<file path="src/rtl/unidade_controle_jogo.sv">
// unidade_controle_jogo: Moore FSM sequencing a memory-game round (play, compare, advance, win/lose).
// Optional per-play timer and fim_timeout state enabled by defining TIMEOUT_EN.
module unidade_controle_jogo #(
    parameter int TIMEOUT_CYCLES = 3000
) (
    input  logic       clock,
    input  logic       reset,
    input  logic       jogar,
    input  logic       tem_jogada,
    input  logic       jogada_igual_memoria,
    input  logic       endereco_igual_sequencia,
    input  logic       fim_sequencia,
    output logic       zeraE,
    output logic       contaE,
    output logic       zeraS,
    output logic       contaS,
    output logic       zeraR,
    output logic       registraR,
    output logic       pronto,
    output logic       ganhou,
    output logic       perdeu,
    output logic       timeout,
    output logic [3:0] db_estado
);
    typedef enum logic [3:0] {
        INICIAL           = 4'h0,
        PREPARACAO        = 4'h1,
        INICIA_SEQUENCIA  = 4'h2,
        ESPERA_JOGADA     = 4'h3,
        REGISTRA          = 4'h4,
        COMPARACAO        = 4'h5,
        PROXIMO           = 4'h6,
        PROXIMA_SEQUENCIA = 4'h7,
        FIM_ACERTOU       = 4'hA,
        FIM_TIMEOUT       = 4'hD,
        FIM_ERROU         = 4'hE
    } estado_t;

    estado_t estado_q, estado_d;
    logic    expirou;

    if (TIMEOUT_CYCLES < 2) begin : g_param_check
        $error("TIMEOUT_CYCLES must be at least 2");
    end

`ifdef TIMEOUT_EN
    localparam int TW = $clog2(TIMEOUT_CYCLES) + 1;
    logic [TW-1:0] timer_q, timer_d;
    // Timer only runs while waiting for a play, so every re-entry starts from zero.
    always_comb timer_d = (estado_q == ESPERA_JOGADA) ? timer_q + 1'b1 : '0;
    always_ff @(posedge clock) begin
        if (reset) timer_q <= '0;
        else       timer_q <= timer_d;
    end
    assign expirou = (estado_q == ESPERA_JOGADA) && (timer_q == TW'(TIMEOUT_CYCLES - 1));
    assign timeout = (estado_q == FIM_TIMEOUT);
`else
    assign expirou = 1'b0;
    assign timeout = 1'b0;
`endif

    always_ff @(posedge clock) begin
        if (reset) estado_q <= INICIAL;
        else       estado_q <= estado_d;
    end

    always_comb begin
        estado_d = INICIAL;
        case (estado_q)
            INICIAL:           estado_d = jogar ? PREPARACAO : INICIAL;
            PREPARACAO:        estado_d = INICIA_SEQUENCIA;
            INICIA_SEQUENCIA:  estado_d = ESPERA_JOGADA;
            ESPERA_JOGADA:     estado_d = tem_jogada ? REGISTRA : (expirou ? FIM_TIMEOUT : ESPERA_JOGADA);
            REGISTRA:          estado_d = COMPARACAO;
            COMPARACAO:        estado_d = !jogada_igual_memoria     ? FIM_ERROU :
                                          !endereco_igual_sequencia ? PROXIMO :
                                          !fim_sequencia            ? PROXIMA_SEQUENCIA : FIM_ACERTOU;
            PROXIMO:           estado_d = ESPERA_JOGADA;
            PROXIMA_SEQUENCIA: estado_d = INICIA_SEQUENCIA;
            FIM_ACERTOU:       estado_d = jogar ? PREPARACAO : FIM_ACERTOU;
            FIM_TIMEOUT:       estado_d = jogar ? PREPARACAO : FIM_TIMEOUT;
            FIM_ERROU:         estado_d = jogar ? PREPARACAO : FIM_ERROU;
            default:           estado_d = INICIAL;
        endcase
    end

    assign zeraE     = (estado_q == PREPARACAO) || (estado_q == INICIA_SEQUENCIA);
    assign contaE    = (estado_q == PROXIMO);
    assign zeraS     = (estado_q == PREPARACAO);
    assign contaS    = (estado_q == PROXIMA_SEQUENCIA);
    assign zeraR     = (estado_q == PREPARACAO);
    assign registraR = (estado_q == REGISTRA);
    assign ganhou    = (estado_q == FIM_ACERTOU);
    assign perdeu    = (estado_q == FIM_ERROU);
    assign pronto    = (estado_q == FIM_ACERTOU) || (estado_q == FIM_ERROU) || (estado_q == FIM_TIMEOUT);
    assign db_estado = estado_q;
endmodule

</file>
<file path="config.mk">
export PLATFORM = sky130hd
export DESIGN_NAME = unidade_controle_jogo
export DESIGN_NICKNAME = d
export VERILOG_FILES = /design/src/rtl/unidade_controle_jogo.sv
export SDC_FILE = /design/constraint.sdc
export NUM_CORES = 1
export LEC_CHECK = 0
export CORE_AREA = 2 2 39 41
export CTS_CLUSTER_DIAMETER = 120
export CTS_CLUSTER_SIZE = 10
export DETAILED_ROUTE_END_ITERATION = 7
export DIE_AREA = 0 0 41 43
export GPL_TIMING_DRIVEN = 0
export MAX_ROUTING_LAYER = met4
export PLACE_DENSITY = 0.76
export RECOVER_POWER = 25
export SETUP_SLACK_MARGIN = 0.15
export SYNTH_ARGS = -nofsm -noshare
export SYNTH_HDL_FRONTEND = slang
export SYNTH_SLANG_ARGS = --single-unit
export TNS_END_PERCENT = 100
</file>
<file path="constraint.sdc">
create_clock -name clock -period 1.2 [get_ports clock]
set_input_delay 0.24 -clock clock [delete_from_list [all_inputs] [get_ports clock]]
set_output_delay 0.24 -clock clock [all_outputs]
set_load 0.03 [all_outputs]
</file>
==> results.yml, run 1 <==
run_status:
  status: "finished with violations"
  failed_checks: "setup timing"
worst_setup_path:
  crit_arrival_ns: 1.29
  crit_path_start_kind: "register"
  rr_endpoint: "db_estado[1]"
  r2r_slack_ns: -0.12
  startpoint: "db_estado[1]"
  crit_path_end_kind: "output port"
  path_class: "register to output port"
  critPathCapture: "zeraS"
  reg2reg_depth: 7
  cp.required_ns: 0.96
  cp_max_fo: 2
  r2r-start: "db_estado[1]"
logic_synthesis:
  synth_area_leaders: "dfxtp_1 (19%), buf_4 (7.1%), nand2_1 (6.2%)"
  synthSimpleGateAreaFrac_pct: 40.7
  synthCells: 54
  syn_area_um2: 424
  synth.avg_cell_area_um2: 7.85
  synthDistinctLibCells: 24
  ys_seq_area_share_pct: 18.9
  synth_xor_area_share_pct: 4.13
  synth_compound_area_share_pct: 23.0
  synth-seq-cells: 4
  synth_top_family_by_area: "simple AND/OR/NAND/NOR gates"
  yosys_warnings: 0
  synthAdderAreaFrac_pct: 0
  synthMuxAreaShare_pct: 0
  syn-num-nets: 61
  synth_top_cell_by_area: "dfxtp_1"
  synth_top_area_share_pct: 18.9
run:
  cap_violations: 0
drt:
  firstDrtPassIters: 6
  dr_total_vias: 493
  routed_wl_um: 1260
  drt-initial-drc-count: 8
  drt-met1-wl_um: 487
  ant_nets: 0
  drcViolationCount: 0
  routedWlPerCell_um: 12.7
  avgViaCountPerCell: 4.98
  routed.top_layer: "met4"
  wl_met2_um: 679
  met3_wirelength_um: 60
placement:
  io_buffers: 19
  gp_congestion: 0.793
  dp_hpwl_um: 863
power:
  p_per_area_mw_per_mm2: 846
  internal_power_w: 0.000479
  p_comb_share_pct: 56.5
  p_sw_share_pct: 36.5
  seqPwrFrac_pct: 20.6
  switching_power_w: 0.000275
  p_clk_share_pct: 22.9
  leakage_nw: 0.362
  vdd_drop_max_v: 0.000431
timing:
  finalHoldViolCount: 0
  slew_viol_final: 0
  setup_viol: 13
  rsz0062_at_grt: "true"
  fin_ws_ns: -0.327
  layout_min_cycle_time_ns: 1.53
  fmax_ghz: 0.655
  whs_ns: 0.712
  fin_tns_setup_ns: -2.54
  fin_skew_ns: 0.000747
  fin_crit_sh_pct: 127
floorplan:
  start_util_pct: 30.7
  dieWidth_um: 41
  core_mm2: 0.00138
  die-area_mm2: 0.00176
  ioPinCount: 21
  rows: 14
  die_y_um: 43
clock_tree:
  cts_sinks: 4
  ctsLongestPathBuffers: 2
  cts_root_buf: "clkbuf_4"
  htree_levels: 1
  cts_hold_buf: 0
  cts_made_buffers: 3
  insertion_delay_ns: 0.24
  cts_tree: "built"
  clk_pin_slew_ns: 0.04
layout:
  drive_gt1_share_pct: 62.7
  antennaDiodeCount: 0
  largest_register_ffs: 4
  nets: 92
  syn_to_final_growth_pct: 110
  final_common_cell: "buf_6"
  final_cell_mix: "buf_6 (12), buf_4 (7), nand2_1 (6), clkdlybuf4s50_1 (6), clkbuf_4 (4)"
min_path:
  hold_path_class: "input port to register"
global_route:
  grt_pass1_wl_um: 1900
  grt_pass1_vias: 446
  globalRouteTotalUtil_pct: 16.7
  antenna_found_initial: 0
  grt_max_degree: 11
  globalRoute.totalOverflow: 0
## cells by family (layout without fill, tap and decap cells)
family          after synthesis  in the layout
flops                         4              4
xor+xnor                      2              2
compound gates               12             12
buf+inv                       6             35
other cells                   1              1
simple gates                 29             29
## timing repair
action / in CTS / in global routing
setup endpoints to repair: 17 / 16
pin swaps: 2 / 5
setup buffers: 5 / 2
gates resized for setup: 88 / 11
## cell type report
type	instances	area (µm²)
Clock buffer	3	22.5
Buffer	6	72.6
Tap cell	16	20.0
Timing Repair Buffer	26	268
Multi-Input combinational cell	44	417
Fill cell	118	492
Sequential cell	4	92.6
## Yosys cell counts
| cell | instances |
|---|---|
| xnor2_1 | 2 |
| a21oi_1 | 2 |
| and3b_1 | 1 |
| nor2b_4 | 1 |
| and4b_1 | 1 |
| nor3b_2 | 1 |
| dfxtp_1 | 4 |
| o31a_1 | 3 |
| nor3b_1 | 2 |
| nand4b_1 | 1 |
| a21oi_2 | 2 |
| buf_4 | 4 |
| a31oi_1 | 1 |
| nor2b_1 | 2 |
| nand2_1 | 7 |
| a21boi_4 | 1 |
| nor3_1 | 4 |
| o21ai_2 | 1 |
| nand3b_1 | 1 |
| nand2b_1 | 3 |
| buf_6 | 2 |
| nor2_1 | 5 |
| o21ai_0 | 2 |
| conb_1 | 1 |
## how the worst min path moves through the flow
stage | startpoint | to | slack (ns) | depth (start not counted)
finish | reset | db_estado[3] | 0.71 | 3
global route | reset | db_estado[3] | 0.72 | 3
CTS | reset | db_estado[3] | 0.71 | 3
detailed placement | db_estado[3] | db_estado[0] | 0.73 | 3
global placement | db_estado[3] | db_estado[3] | 0.73 | 3
floorplan | reset | db_estado[0] | 0.39 | 2
## metrics by stage
step | instances | setup slack (ns) | area (µm²) | util, % | power [W]
2_1_floorplan | 54 | -0.295 | 515 | - | 0.000370
3_3_place_gp | 89 | -0.647 | 726 | 52.4 | 0.000462
3_5_place_dp | 89 | -0.666 | 726 | 52.4 | 0.000467
4_1_cts | 97 | -0.316 | 851 | 61.5 | 0.000722
5_1_grt | 99 | -0.388 | 892 | 64.5 | 0.000791
6_report | 99 | -0.327 | 892 | 64.5 | 0.000755
## worst max-delay path: stages (launching register included)
cell	delay, ns
dfxtp_4	0.34
buf_8	0.12
nor2b_4	0.13
nor3b_4	0.22
buf_6	0.12
buf_6	0.11
## routing by layer
layer  track usage [%]  up-vias
met3              3.14        4
met2              26.3       20
met1              18.4      223
met5                 -        -
met4              10.0        0
li1                  -      246
## power groups by stage
| stage | Combinational, W | Sequential, W | Clock (W) |
|---|---|---|---|
| 5_1_grt | 0.000452 | 0.000156 | 0.000183 |
| 3_3_place_gp | 0.000309 | 0.000153 | 0 |
| 6_report | 0.000427 | 0.000155 | 0.000173 |
| 3_5_place_dp | 0.000313 | 0.000154 | 0 |
| 4_1_cts | 0.000400 | 0.000153 | 0.000170 |
| 2_1_floorplan | 0.000198 | 0.000172 | 0 |
No activity file was read; power rests on OpenSTA's default activity.
==> run 2, diff against run 1 <==
--- a/config.mk
+++ b/config.mk
@@ -15,6 +15,7 @@
 export PLACE_DENSITY = 0.76
 export RECOVER_POWER = 25
 export SETUP_SLACK_MARGIN = 0.15
+export SLEW_MARGIN = 25
 export SYNTH_ARGS = -nofsm -noshare
 export SYNTH_HDL_FRONTEND = slang
 export SYNTH_SLANG_ARGS = --single-unit
==> constraint.sdc (replaced) <==
create_clock -name clock -period 1.5 [get_ports clock]
set_input_delay 0.3 -clock clock [delete_from_list [all_inputs] [get_ports clock]]
set_output_delay 0.3 -clock clock [all_outputs]
set_load 0.03 [all_outputs]
==> results.yml, run 2 (synthesis results as in run 1) <==
layout:
  fillerInstances: 132
  final_common_cell: "buf_4"
  fin_cells: 99
  drive_gt1_share_pct: 51.8
  syn_to_final_growth_pct: 86.4
  antennaDiodeCount: 0
  largest_register_ffs: 4
  design_area_um2: 791
  final_cell_mix: "buf_4 (10), buf_6 (7), nand2_1 (7), clkdlybuf4s50_1 (6)"
  nets: 91
global_route:
  globalRoute.totalOverflow: 0
  grtUsageMet3_pct: 3.14
  globalRouteTotalUtil_pct: 15.9
  grt_util_met2_pct: 26.9
  grt_pass1_vias: 454
  busiest_layer: "met2"
  grt_max_degree: 11
  use_met1_pct: 15.4
  antenna_found_initial: 0
  grt_pass1_wl_um: 1850
worst_setup_path:
  crit_arrival_ns: 1.28
  critPathCapture: "zeraS"
  startpoint: "db_estado[1]"
  r2r-start: "db_estado[1]"
  crit_path_start_kind: "register"
  path_class: "register to output port"
  cp_max_fo: 4
  reg2reg_depth: 7
  cp.required_ns: 1.20
  crit_path_end_kind: "output port"
  r2r_slack_ns: 0.10
  rr_endpoint: "db_estado[1]"
clock_tree:
  cts_root_buf: "clkbuf_4"
  htree_levels: 1
  cts_made_buffers: 3
  clk_pin_slew_ns: 0.04
  cts_tree: "built"
  ctsLongestPathBuffers: 2
  cts_hold_buf: 0
  insertion_delay_ns: 0.24
  cts_sinks: 4
drt:
  drt-initial-drc-count: 4
  routed_wl_um: 1150
  dr_total_vias: 493
  avgViaCountPerCell: 4.98
  firstDrtPassIters: 4
  ant_nets: 0
  routedWlPerCell_um: 11.7
  drcViolationCount: 0
run_status:
  failed_checks: "setup timing"
  status: "finished with violations"
floorplan:
  ioPinCount: 21
  die_y_um: 43
  dieWidth_um: 41
  die-area_mm2: 0.00176
  start_util_pct: 30.7
  core_mm2: 0.00138
  rows: 14
placement:
  dp_hpwl_um: 830
  placedCellCount: 89
  dpl_cell_area_um2: 692
  gp_congestion: 0.758
  io_buffers: 19
run:
  cap_violations: 0
power:
  p_clk_share_pct: 27.0
  internal_power_w: 0.000354
  p_sw_share_pct: 35.5
  p_comb_share_pct: 50.4
  vdd_drop_max_v: 0.000325
  p_per_area_mw_per_mm2: 695
  switching_power_w: 0.000195
  leakage_nw: 0.316
  seqPwrFrac_pct: 22.6
timing:
  fin_crit_sh_pct: 105
  rsz0062_at_grt: "true"
  fmax_ghz: 0.632
  setup_viol: 3
  whs_ns: 0.726
  fin_skew_ns: 0.00571
  fin_ws_ns: -0.0825
  finalHoldViolCount: 0
  fin_tns_setup_ns: -0.202
  layout_min_cycle_time_ns: 1.58
  slew_viol_final: 0
min_path:
  hold_path_class: "register to register"
==> run 2: changes by cell type in the layout (fill, tap and decap cells not counted), sizes merged <==
| cell | change |
|---|---|
| buf | -4 |
| dlygate4sd2 | +3 |
| clkdlybuf4s15 | +1 |
==> run 2: worst min path at each step <==
stage          cells past startpoint            to  slack [ns]    startpoint
3_5_place_dp                       3  db_estado[1]        0.77  db_estado[0]
6_report                           3  db_estado[0]        0.73  db_estado[3]
2_1_floorplan                      2  db_estado[0]        0.45         reset
5_1_grt                            3  db_estado[2]        0.76         reset
4_1_cts                            3  db_estado[2]        0.73  db_estado[3]
3_3_place_gp                       3  db_estado[1]        0.76  db_estado[0]
==> run 2: cell type report <==
cell class,count,area (µm²),share of cell area [%]
Buffer,6,67.6,8.54
Clock buffer,4,26.3,3.32
Multi-Input combinational cell,44,349,44.1
Sequential cell,4,90.1,11.4
Tap cell,16,20.0,2.53
Timing Repair Buffer,25,238,30.1
==> run 2: power groups by stage <==
stage | registers, W | clock network (W) | logic [W]
after floorplan | 0.000140 | 0 | 0.000155
after global placement | 0.000126 | 0 | 0.000245
after detailed placement | 0.000126 | 0 | 0.000247
after CTS | 0.000124 | 0.000152 | 0.000271
after global routing | 0.000125 | 0.000160 | 0.000298
final | 0.000124 | 0.000148 | 0.000277
==> run 2: per-stage QoR <==
step	util, %	total power, W	worst slack (ns)
6_report	57.1	0.000550	-0.0825
5_1_grt	57.1	0.000584	-0.137
4_1_cts	55.2	0.000547	-0.100
3_5_place_dp	50.0	0.000373	-0.429
3_3_place_gp	50.0	0.000370	-0.418
2_1_floorplan	-	0.000295	-0.0553
==> run 2: routing by layer <==
metal	part of all wire, %	routed length, µm
met4	1.1	13
met1	38	438
met5	0	0
met2	55	633
met3	6.0	69
==> run 2: worst max-delay path: stages (launching register included) <==
cell and delay [ns]:
dfxtp_4 0.35, buf_8 0.12, nor2b_4 0.13, nor3b_4 0.21, buf_6 0.12, buf_6 0.11
==> run 2: repair_timing <==
action	4_1_cts	5_1_grt
buffers inserted	4	2
pin swaps	1	1
gates resized for setup	67	4
endpoints found under the setup margin	13	13
hold endpoints to repair	0	0
